### config.mk
export PLATFORM = sky130hd
export DESIGN_NAME = qbus_slave_sequencer
export DESIGN_NICKNAME = d
export VERILOG_FILES = /design/src/rtl/qbus_slave_sequencer.sv
export SDC_FILE = /design/constraint.sdc
export NUM_CORES = 1
export LEC_CHECK = 0
export BUFFER_PORTS_ARGS = -buffer_cell sky130_fd_sc_hd__buf_4
export CORE_MARGIN = 1
export CORE_UTILIZATION = 54
export DETAILED_ROUTE_END_ITERATION = 8
export HOLD_SLACK_MARGIN = 0.15
export PLACE_DENSITY = 0.8
export SLEW_MARGIN = 5
export SYNTH_ARGS = -nofsm -noshare
export SYNTH_HDL_FRONTEND = slang
export SYNTH_SLANG_ARGS = --single-unit
### constraint.sdc
create_clock -name clk -period 6 [get_ports clk]
set_clock_uncertainty 0.2 [all_clocks]
set_input_delay 1.2 -clock clk [delete_from_list [all_inputs] [get_ports clk]]
set_output_delay 1.2 -clock clk [all_outputs]
set_load 0.01 [all_outputs]
### src/rtl/qbus_slave_sequencer.sv
// qbus_slave_sequencer: synchronises QBUS slave strobes and turns DATI/DATO/DATIO cycles into single-cycle register strobes
module qbus_slave_sequencer #(
  parameter logic [21:0] ADDR = 22'o777777,
  parameter int COUNT = 1,
  parameter int IW = 6
) (
  input  logic          clk,
  input  logic          reset_n,
  input  logic          RSYNC,
  input  logic          RDIN,
  input  logic          RDOUT,
  input  logic          RBS7,
  input  logic [21:0]   DAL_in,
  output logic [21:0]   DAL_out,
  output logic          DALtx,
  output logic          TRPLY,
  output logic [IW-1:0] reg_index,
  output logic          reg_rd,
  output logic          reg_wr,
  output logic [15:0]   reg_wdata,
  input  logic [15:0]   reg_rdata,
  input  logic          reg_ack
);
  typedef enum logic [2:0] {IDLE, SEL, RD, RDRV, WR, WRPLY, SKIP} state_t;
  localparam logic [11:0] BASE = ADDR[12:1];
  localparam logic [11:0] CNT = 12'(COUNT);
  state_t state;
  logic s_sync_m, s_sync, s_sync_d, s_din_m, s_din, s_dout_m, s_dout;
  logic armed, wr_done, bs7, hit, unused_dal;
  logic [1:0] vld;
  logic [11:0] addr, diff;
  assign diff = addr - BASE;
  assign hit = bs7 && diff < CNT;
  assign unused_dal = ^DAL_in[21:16];
  // armed only after seeing SYNC low once the synchronisers reflect the real bus
  always_ff @(posedge clk or negedge reset_n)
    if (!reset_n) begin
      {s_sync_m, s_sync, s_sync_d, s_din_m, s_din, s_dout_m, s_dout} <= '0;
      vld <= '0;
      armed <= 1'b0;
      bs7 <= 1'b0;
      addr <= '0;
    end else begin
      {s_sync_d, s_sync, s_sync_m} <= {s_sync, s_sync_m, RSYNC};
      {s_din, s_din_m} <= {s_din_m, RDIN};
      {s_dout, s_dout_m} <= {s_dout_m, RDOUT};
      vld <= {vld[0], 1'b1};
      armed <= armed | (vld[1] & ~s_sync);
      if (!RSYNC) {bs7, addr} <= {RBS7, DAL_in[12:1]};
    end
  always_ff @(posedge clk or negedge reset_n)
    if (!reset_n) begin
      state <= IDLE;
      reg_rd <= 1'b0;
      reg_wr <= 1'b0;
      wr_done <= 1'b0;
      DALtx <= 1'b0;
      TRPLY <= 1'b0;
      DAL_out <= '0;
      reg_wdata <= '0;
      reg_index <= '0;
    end else begin
      reg_rd <= 1'b0;
      reg_wr <= 1'b0;
      if (!s_sync && state != IDLE) begin
        state <= IDLE;
        DALtx <= 1'b0;
        TRPLY <= 1'b0;
      end else
        case (state)
          IDLE: if (armed && s_sync && !s_sync_d) state <= SEL;
          SEL:
            if (!hit) state <= SKIP;
            else if (s_din) begin
              state <= RD;
              reg_rd <= 1'b1;
              reg_index <= diff[IW-1:0];
            end else if (s_dout) begin
              state <= WR;
              wr_done <= 1'b0;
              reg_wdata <= DAL_in[15:0];
              reg_index <= diff[IW-1:0];
            end
          RD:
            if (reg_ack) begin
              state <= RDRV;
              DAL_out <= {6'b0, reg_rdata};
              DALtx <= 1'b1;
              TRPLY <= 1'b1;
            end
          RDRV:
            if (!s_din) begin
              state <= SEL;
              DALtx <= 1'b0;
              TRPLY <= 1'b0;
            end
          WR:
            if (!wr_done) begin
              reg_wr <= 1'b1;
              wr_done <= 1'b1;
            end else if (reg_ack) begin
              state <= WRPLY;
              TRPLY <= 1'b1;
            end
          WRPLY:
            if (!s_dout) begin
              state <= SKIP;
              TRPLY <= 1'b0;
            end
          default: state <= state;
        endcase
    end
endmodule

==> reports/results.txt, run 1 <==
Worst Slack Setup Final -> 3.318 ns
RSZ-0062 raised after global routing -> false
post-route cell area -> 3745 um2
critical path's slowest cell -> dfrtp_1
max-cap violations -> 0
global-route wire length before repair -> 8.093 mm
post-detail-place hpwl -> 3.407 mm
hold slack -> 0.1509 ns
CP Class -> reg -> reg
Initial Util -> 0.5632
CP top delay family -> compound AO/OA/AOI/OAI gates
TNS Setup -> 0 ns
Primary FF master, synth -> dfrtp_1
CP Data Arrival Time -> 2.71 ns
CTS buffer count -> 9
area of the multi-input gates -> 1067 um2
Async S/R FF share, synth -> 1.000
crit path max fanout -> 17
synthesis warning total -> 0
Placer Congestion -> 0.7852
crit path launch type -> flip-flop
Die Ht -> 74.99 um
number of global-route vias before repair -> 1827
DRT Wirelength -> 5.052 mm
Ports -> 93
share of cells above drive strength 1 -> 0.4848
nets -> 338
GRT overflow -> 0
setup repair bufs after CTS -> 0
register area -> 1727 um2
clk_lat worst skew -> 0.34 ns
number of synthesized flops with an enable pin -> 0
Hold Buf Count CTS -> 0
CTS tree -> built
Syn-to-layout area delta -> 30.19%
largest net degree at the start of global routing -> 70
Synth area leaders -> dfrtp_1 60%, mux2_2 14%, mux2_4 4.7%
Final ANT Viol Nets -> 0
core area -> 5107 um2
Core Rows -> 26
syn_area_per_cell -> 13.76 um2
Final Max Tran Viols -> 0
clk slew on worst S/H paths -> 0.07 ns
Synth area leader -> dfrtp_1
vias -> 1929
Die Span X -> 74.99 um
post-synthesis cell type count -> 41
Root Buffer -> clkbuf_8
CTS resizes -> 0
LEAKAGE -> 0.001812 uW
buffer and inverter count on the worst path -> 0
Synth top area share -> 0.6003
Routed WL per cell -> 13.77 um
depth of the CTS H-tree -> 3
Worst Path Required -> 6.03 ns
Filler cells -> 359
run status -> finished, final reports clean
Area after DPL -> 3505 um2
worst vdd ir -> 0.0002604 V
DR pass1 iterations -> 4
DRC errors left -> 0
Period Utilization, post-route -> 0.4470
Yosys reg bits -> 69
initial antenna violation count -> 0
GRT Total Usage -> 0.1995
mapped cell area -> 2877 um2
final hold vios -> 0
largest stage delay on the critical path -> 0.43 ns
final setup vio count -> 0
Hold Path Class -> reg -> reg
crit-path cells -> ha_1 > and3_1 > a211o_1 > a211oi_4 > nand4_4 > mux2_4
die footprint -> 5623 um2
Antenna diodes -> 0
CP endpoint kind -> flip-flop
Pwr Density -> 382.3 nW/um2
DP Worst Slack -> 3.103 ns
First DRT Iteration DRCs -> 120
CTS max path bufs -> 2
Worst Max-Slew Pin Slew -> 0.9065 ns
fin crit period -> 2.682 ns
# port buffers -> 80
Max Clock Freq -> 0.3728 GHz
vias per cell -> 5.256
Post-Syn Instances -> 209
Max transition margin -> 0.3939
post-synthesis sequential area ratio -> 0.6003
clk sinks -> 69
[worst register-to-register path, stage by stage (launching register included)]
cell,delay [ns]
dfrtp_1,0.43
ha_1,0.23
and3_1,0.17
a211o_1,0.34
a211oi_4,0.35
nand4_4,0.41
mux2_4,0.44
[final timing paths]
check	start	cells after the start	end	slack, ns
hold reg to reg	s_din_m	0	s_din	0.15
setup / recovery	addr[0]	6	reg_wdata[6]	3.32
hold / removal	s_din_m	0	s_din	0.15
max in group asynchronous	reset_n	1	addr[9]	4.29
setup reg to reg	addr[0]	6	reg_wdata[6]	3.32
min in group asynchronous	reset_n	1	DAL_out[2]	0.74
[through the flow]
step | utilization | std cells | power [uW]
after floorplan | - | 214 | 828.3
after global placement | 0.6862 | 351 | 977.4
after detailed placement | 0.6862 | 351 | 990.6
after CTS | 0.7332 | 367 | 1446
after global routing | 0.7332 | 367 | 1513
final | 0.7332 | 367 | 1432
[power breakdown]
part / internal [uW] / leakage (uW) / total, uW / switching (uW)
logic: 202 / 0.000852 / 349 / 147
registers: 556 / 0.000840 / 631 / 75.4
clock network: 287 / 0.000121 / 451 / 164
total: 1040 / 0.00181 / 1430 / 387
[cell type report]
type / instances / share of cell area
clock buffer: 12 / 0.03876
clock inverter: 4 / 0.02539
inverter: 6 / 0.006014
multi-input combinational: 126 / 0.2850
sequential: 69 / 0.4611
tap: 70 / 0.02339
timing repair buffer: 80 / 0.1604
[synth_stat cells, types with 3 or more instances]
library cell and n:
nor2b_1 3, o21ai_0 4, mux2_4 9, nand4_1 3, inv_1 6, nor3_1 6, nand2_1 6, nand3_1 5
nor2_1 8, buf_4 6, a21oi_1 4, dfrtp_1 69, and2_1 4, xnor2_1 3, clkbuf_1 4, mux2_2 37
[flip-flops by register name (all words and copies together), names as in the netlist, 2 cells and up]
register,flops
addr,12
state,3
DAL_out,16
reg_index,6
vld,2
reg_wdata,16
[placed cells by master (no fill, tap or decap), drive strengths merged, types with 2 or more instances in the layout]
| cell type | Yosys | routed |
|---|---|---|
| inv | 6 | 6 |
| nor2 | 8 | 8 |
| clkbuf | 4 | 12 |
| mux2i | 2 | 2 |
| and3 | 2 | 2 |
| conb | 2 | 7 |
| a32o | 2 | 2 |
| buf | 9 | 80 |
| dfrtp | 69 | 69 |
| bufinv | 0 | 3 |
| nand2 | 6 | 6 |
| or3 | 2 | 2 |
| and2 | 4 | 4 |
| xnor2 | 3 | 3 |
| o21ai | 4 | 4 |
| a2111oi | 2 | 2 |
| nand3 | 5 | 5 |
| nand4 | 4 | 4 |
| nor3 | 6 | 6 |
| a21oi | 4 | 4 |
| a211oi | 2 | 2 |
| nor2b | 3 | 3 |
| mux2 | 46 | 46 |
[logic make-up (layout without fill, tap and decap cells)]
| logic type | Yosys count | in the layout | synth area share |
|---|---|---|---|
| flops | 69 | 69 | 0.6003 |
| xor+xnor | 3 | 3 | 0.009136 |
| compound gates | 24 | 24 | 0.06482 |
| mux | 48 | 48 | 0.1988 |
| fa+ha+maj | 2 | 2 | 0.007829 |
| buf+inv | 19 | 102 | 0.03523 |
| other cells | 2 | 7 | 0.002611 |
| simple gates | 42 | 42 | 0.08134 |
[metal layers]
layer / vias to the layer above / GRT usage / part of all wire
met5: - / 0 / 0
met2: 62 / 0.3143 / 0.49
li1: 902 / - / -
met3: 10 / 0.05622 / 0.052
met1: 955 / 0.2525 / 0.43
met4: 0 / 0.1048 / 0.022
No activity file was read; power rests on OpenSTA's default activity.
==> run 2: changes to the inputs <==
--- a/config.mk
+++ b/config.mk
@@ -5,12 +5,13 @@
 export SDC_FILE = /design/constraint.sdc
 export NUM_CORES = 1
 export LEC_CHECK = 0
+export ABC_AREA = 1
 export BUFFER_PORTS_ARGS = -buffer_cell sky130_fd_sc_hd__buf_4
 export CORE_MARGIN = 1
-export CORE_UTILIZATION = 54
+export CORE_UTILIZATION = 52
 export DETAILED_ROUTE_END_ITERATION = 8
 export HOLD_SLACK_MARGIN = 0.15
-export PLACE_DENSITY = 0.8
+export PLACE_DENSITY = 0.76
 export SLEW_MARGIN = 5
 export SYNTH_ARGS = -nofsm -noshare
 export SYNTH_HDL_FRONTEND = slang
==> constraint.sdc (replaced) <==
create_clock -name clk -period 2.5 [get_ports clk]
set_clock_uncertainty 0.2 [all_clocks]
set_input_delay 0.5 -clock clk [delete_from_list [all_inputs] [get_ports clk]]
set_output_delay 0.5 -clock clk [all_outputs]
set_load 0.01 [all_outputs]
==> run 2 against run 1 <==
  * Core utilization decreased by 4.0 points
  * Via count up 44%
  * Sequential power up 130%
  * Register-to-register slack got worse by 3.1 ns
  * Sequential share of layout area is 4.0 points lower
  * Synthesized cell count grew 79%
  * Count of clock-buffer cells in the layout unchanged
  * Wire length rose by 45%
  * Flip-flop and latch count unchanged
  * Clock power grew 93%
  * Combinational power grew to 3.2 times the previous value
==> reports/results.txt, run 2 <==
Tot Pwr -> 3468 uW (+140%)
share of cells above drive strength 1 -> 0.2548 (-0.2301)
DR pass1 iterations -> 4 (unchanged)
buffer and inverter count on the worst path -> 1 (+1)
CP Data Arrival Time -> 2.29 ns (-0.42 ns)
fin crit period -> 2.272 ns (-0.4107 ns)
crit path max fanout -> 14 (-3)
First DRT Iteration DRCs -> 154 (+28%)
CTS tree -> built
core area -> 5921 um2 (+16%)
Ports -> 93 (unchanged)
# port buffers -> 80 (unchanged)
CP Launch Point -> addr[1]
Initial Util -> 0.5410 (-0.02221)
Yosys reg bits -> 69 (unchanged)
DRT Wirelength -> 7.301 mm (+45%)
mapped cell area -> 3203 um2 (+11%)
initial antenna violation count -> 0 (unchanged)
CTS buffer count -> 9 (unchanged)
Hold Path Class -> reg -> reg
synthesis warning total -> 0 (unchanged)
post-synthesis cell type count -> 34 (-17%)
setup repair bufs after CTS -> 0 (unchanged)
Worst Hold Depth -> 0 (unchanged)
nets -> 512 (+51%)
Max transition margin -> 0.4290 (+0.03511)
Min-Delay Startpoint -> s_sync_m
most frequent cells after synthesis -> 109 x nand2_1, 69 x dfrtp_1, 36 x nand3_1
Routed WL per cell -> 13.37 um (-2.9%)
Final Max Tran Viols -> 0 (unchanged)
clk sinks -> 69 (unchanged)
final hold vios -> 0 (unchanged)
Root Buffer -> clkbuf_8
count leader, synth -> nand2_1
Synth area leaders -> dfrtp_1 54%, nand2_1 13%, nand3_1 5.6%
TNS Setup -> 0 ns (unchanged)
Antenna diodes -> 0 (unchanged)
Pwr Density -> 844.9 nW/um2 (+120%)
Die Ht -> 80.49 um (+7.3%)
syn_area_per_cell -> 8.542 um2 (-38%)
number of global-route vias before repair -> 2641 (+45%)
Syn-to-layout area delta -> 28.13%
Die Span X -> 80.49 um (+7.3%)
RSZ-0062 raised after global routing -> false
vias -> 2779 (+44%)
WHS Endpoint -> s_sync
crit path launch type -> flip-flop
clk_lat worst skew -> 0.34 ns (about the same)
Core Rows -> 28 (+7.7%)
post-detail-place hpwl -> 5.196 mm (+53%)
largest registers -> DAL_out: 16 flops, reg_wdata: 16 flops, addr: 12 flops
depth of the CTS H-tree -> 3 (unchanged)
Synth area leader -> dfrtp_1
Synth top area share -> 0.5391 (-0.06120)
post-synthesis sequential area ratio -> 0.5391 (-0.06120)
Worst Path Required -> 2.52 ns (-3.51 ns)
run status -> finished, final reports clean
die footprint -> 6478 um2 (+15%)
final setup vio count -> 0 (unchanged)
Async S/R FF share, synth -> 1.000 (unchanged)
Worst R2R Setup Slack -> 0.23 ns (-3.09 ns)
Final ANT Viol Nets -> 0 (unchanged)
critical path's slowest cell -> dfrtp_1
GRT overflow -> 0 (unchanged)
r2r endpoint -> reg_wdata[7]
DRC errors left -> 0 (unchanged)
CTS max path bufs -> 2 (unchanged)
most frequent cells in the layout -> 109 x nand2_1, 86 x buf_4, 69 x dfrtp_1
largest stage delay on the critical path -> 0.36 ns (-0.07 ns)
most common cell after layout, fill and taps aside -> nand2_1
Post-Syn Instances -> 375 (+79%)
Placer Congestion -> 0.8862 (+13%)
largest net degree at the start of global routing -> 70 (unchanged)
FF-to-FF Start -> addr[1]
cells on worst reg2reg path -> 11 (+5)
GRT Total Usage -> 0.2486 (+0.04906)
crit-path cells -> ha_1 > nand2_2 > nor2_1 > nand3_1 > nor2_1 > nand2_1 > nor2_4 > nand3_4 > buf_12 > o21ai_0 > nand2_1
max-cap violations -> 0 (unchanged)
global-route wire length before repair -> 12.05 mm (+49%)
CP top delay family -> simple AND/OR/NAND/NOR gates
CP endpoint kind -> flip-flop
Primary FF master, synth -> dfrtp_1
Worst Max-Slew Pin Slew -> 0.8565 ns (-0.04997 ns)
vias per cell -> 5.090 (-3.2%)
LEAKAGE -> 0.002014 uW (+11%)
number of synthesized flops with an enable pin -> 0 (unchanged)
CP Class -> reg -> reg
clk slew on worst S/H paths -> 0.08 ns (about the same)
worst vdd ir -> 0.0005484 V (+110%)
Max Clock Freq -> 0.4402 GHz (+18%)
Period Utilization, post-route -> 0.9086 (+0.4616)
[run 2: area by class of cell]
| cell class | count | area, um2 |
|---|---|---|
| Clock buffer | 12 | 135.1 |
| Clock inverter | 4 | 48.80 |
| Fill cell | 481 | 1817 |
| Inverter | 35 | 131.4 |
| Multi-Input combinational cell | 260 | 1262 |
| Sequential cell | 69 | 1727 |
| Tap cell | 75 | 93.84 |
| Timing Repair Buffer | 91 | 705.7 |
[run 2: worst reg2reg max path, delay by kind of cell (launching register included)]
family,cells,cell delay (ns)
DFF,1,0.36
adders and majority gates,1,0.22
and+or+nand+nor,8,1.01
buffers and inverters,1,0.19
AOI/OAI and AO/OA,1,0.19
[run 2: how the worst max path moves through the flow]
stage | to | slack [ns] | depth (start not counted)
5_1_grt | reg_wdata[7] | 0.02 | 11
6_report | reg_wdata[7] | 0.23 | 11
2_1_floorplan | reg_wdata[0] | 0.46 | 11
4_1_cts | reg_wdata[7] | 0.20 | 11
3_5_place_dp | reg_wdata[7] | 0.23 | 11
3_3_place_gp | reg_wdata[15] | 0.33 | 11
[run 2: metal layers]
layer,global-route usage,vias up,routed length [um],share of wire
met5,0,-,0,0
met4,0.09464,0,106,0.015
met3,0.06591,10,475,0.065
met2,0.3992,101,3600,0.49
met1,0.3200,1298,3119,0.43
li1,-,1370,-,-
[run 2: cell families after synthesis]
group / share of synthesized area
compound gates: 0.07188
fa+ha+maj: 0.003906
buf+inv: 0.07422
flops: 0.5391
mux: 0.01406
other cells: 0.002345
simple gates: 0.2945
[run 2: what timing repair did]
| action | CTS | global route |
|---|---|---|
| setup endpoints to repair | 0 | 1 |
| gates resized for setup | 0 | 1 |
| hold endpoints to repair | 72 | 0 |
| hold buffers | 4 | 0 |
[run 2: power by group]
group	switching [uW]	internal, uW	total [uW]	leakage [uW]
sequential	150	1320	1470	0.000780
combinational	661	467	1130	0.00114
clock	411	461	872	0.0000943
total	1220	2250	3470	0.00201
[run 2: metrics by stage]
stage               hold WS (ns)    util  cell area, um2  std cells  setup WS [ns]
floorplan               0.004409       -            3222        380         0.4606
detailed placement        0.1419  0.6545            3875        526         0.2345
global placement          0.1317  0.6545            3875        526         0.3299
finish                    0.1524  0.6932            4104        546         0.2284
CTS                       0.1527  0.6923            4099        546         0.2041
global route              0.1602  0.6932            4104        546        0.01738
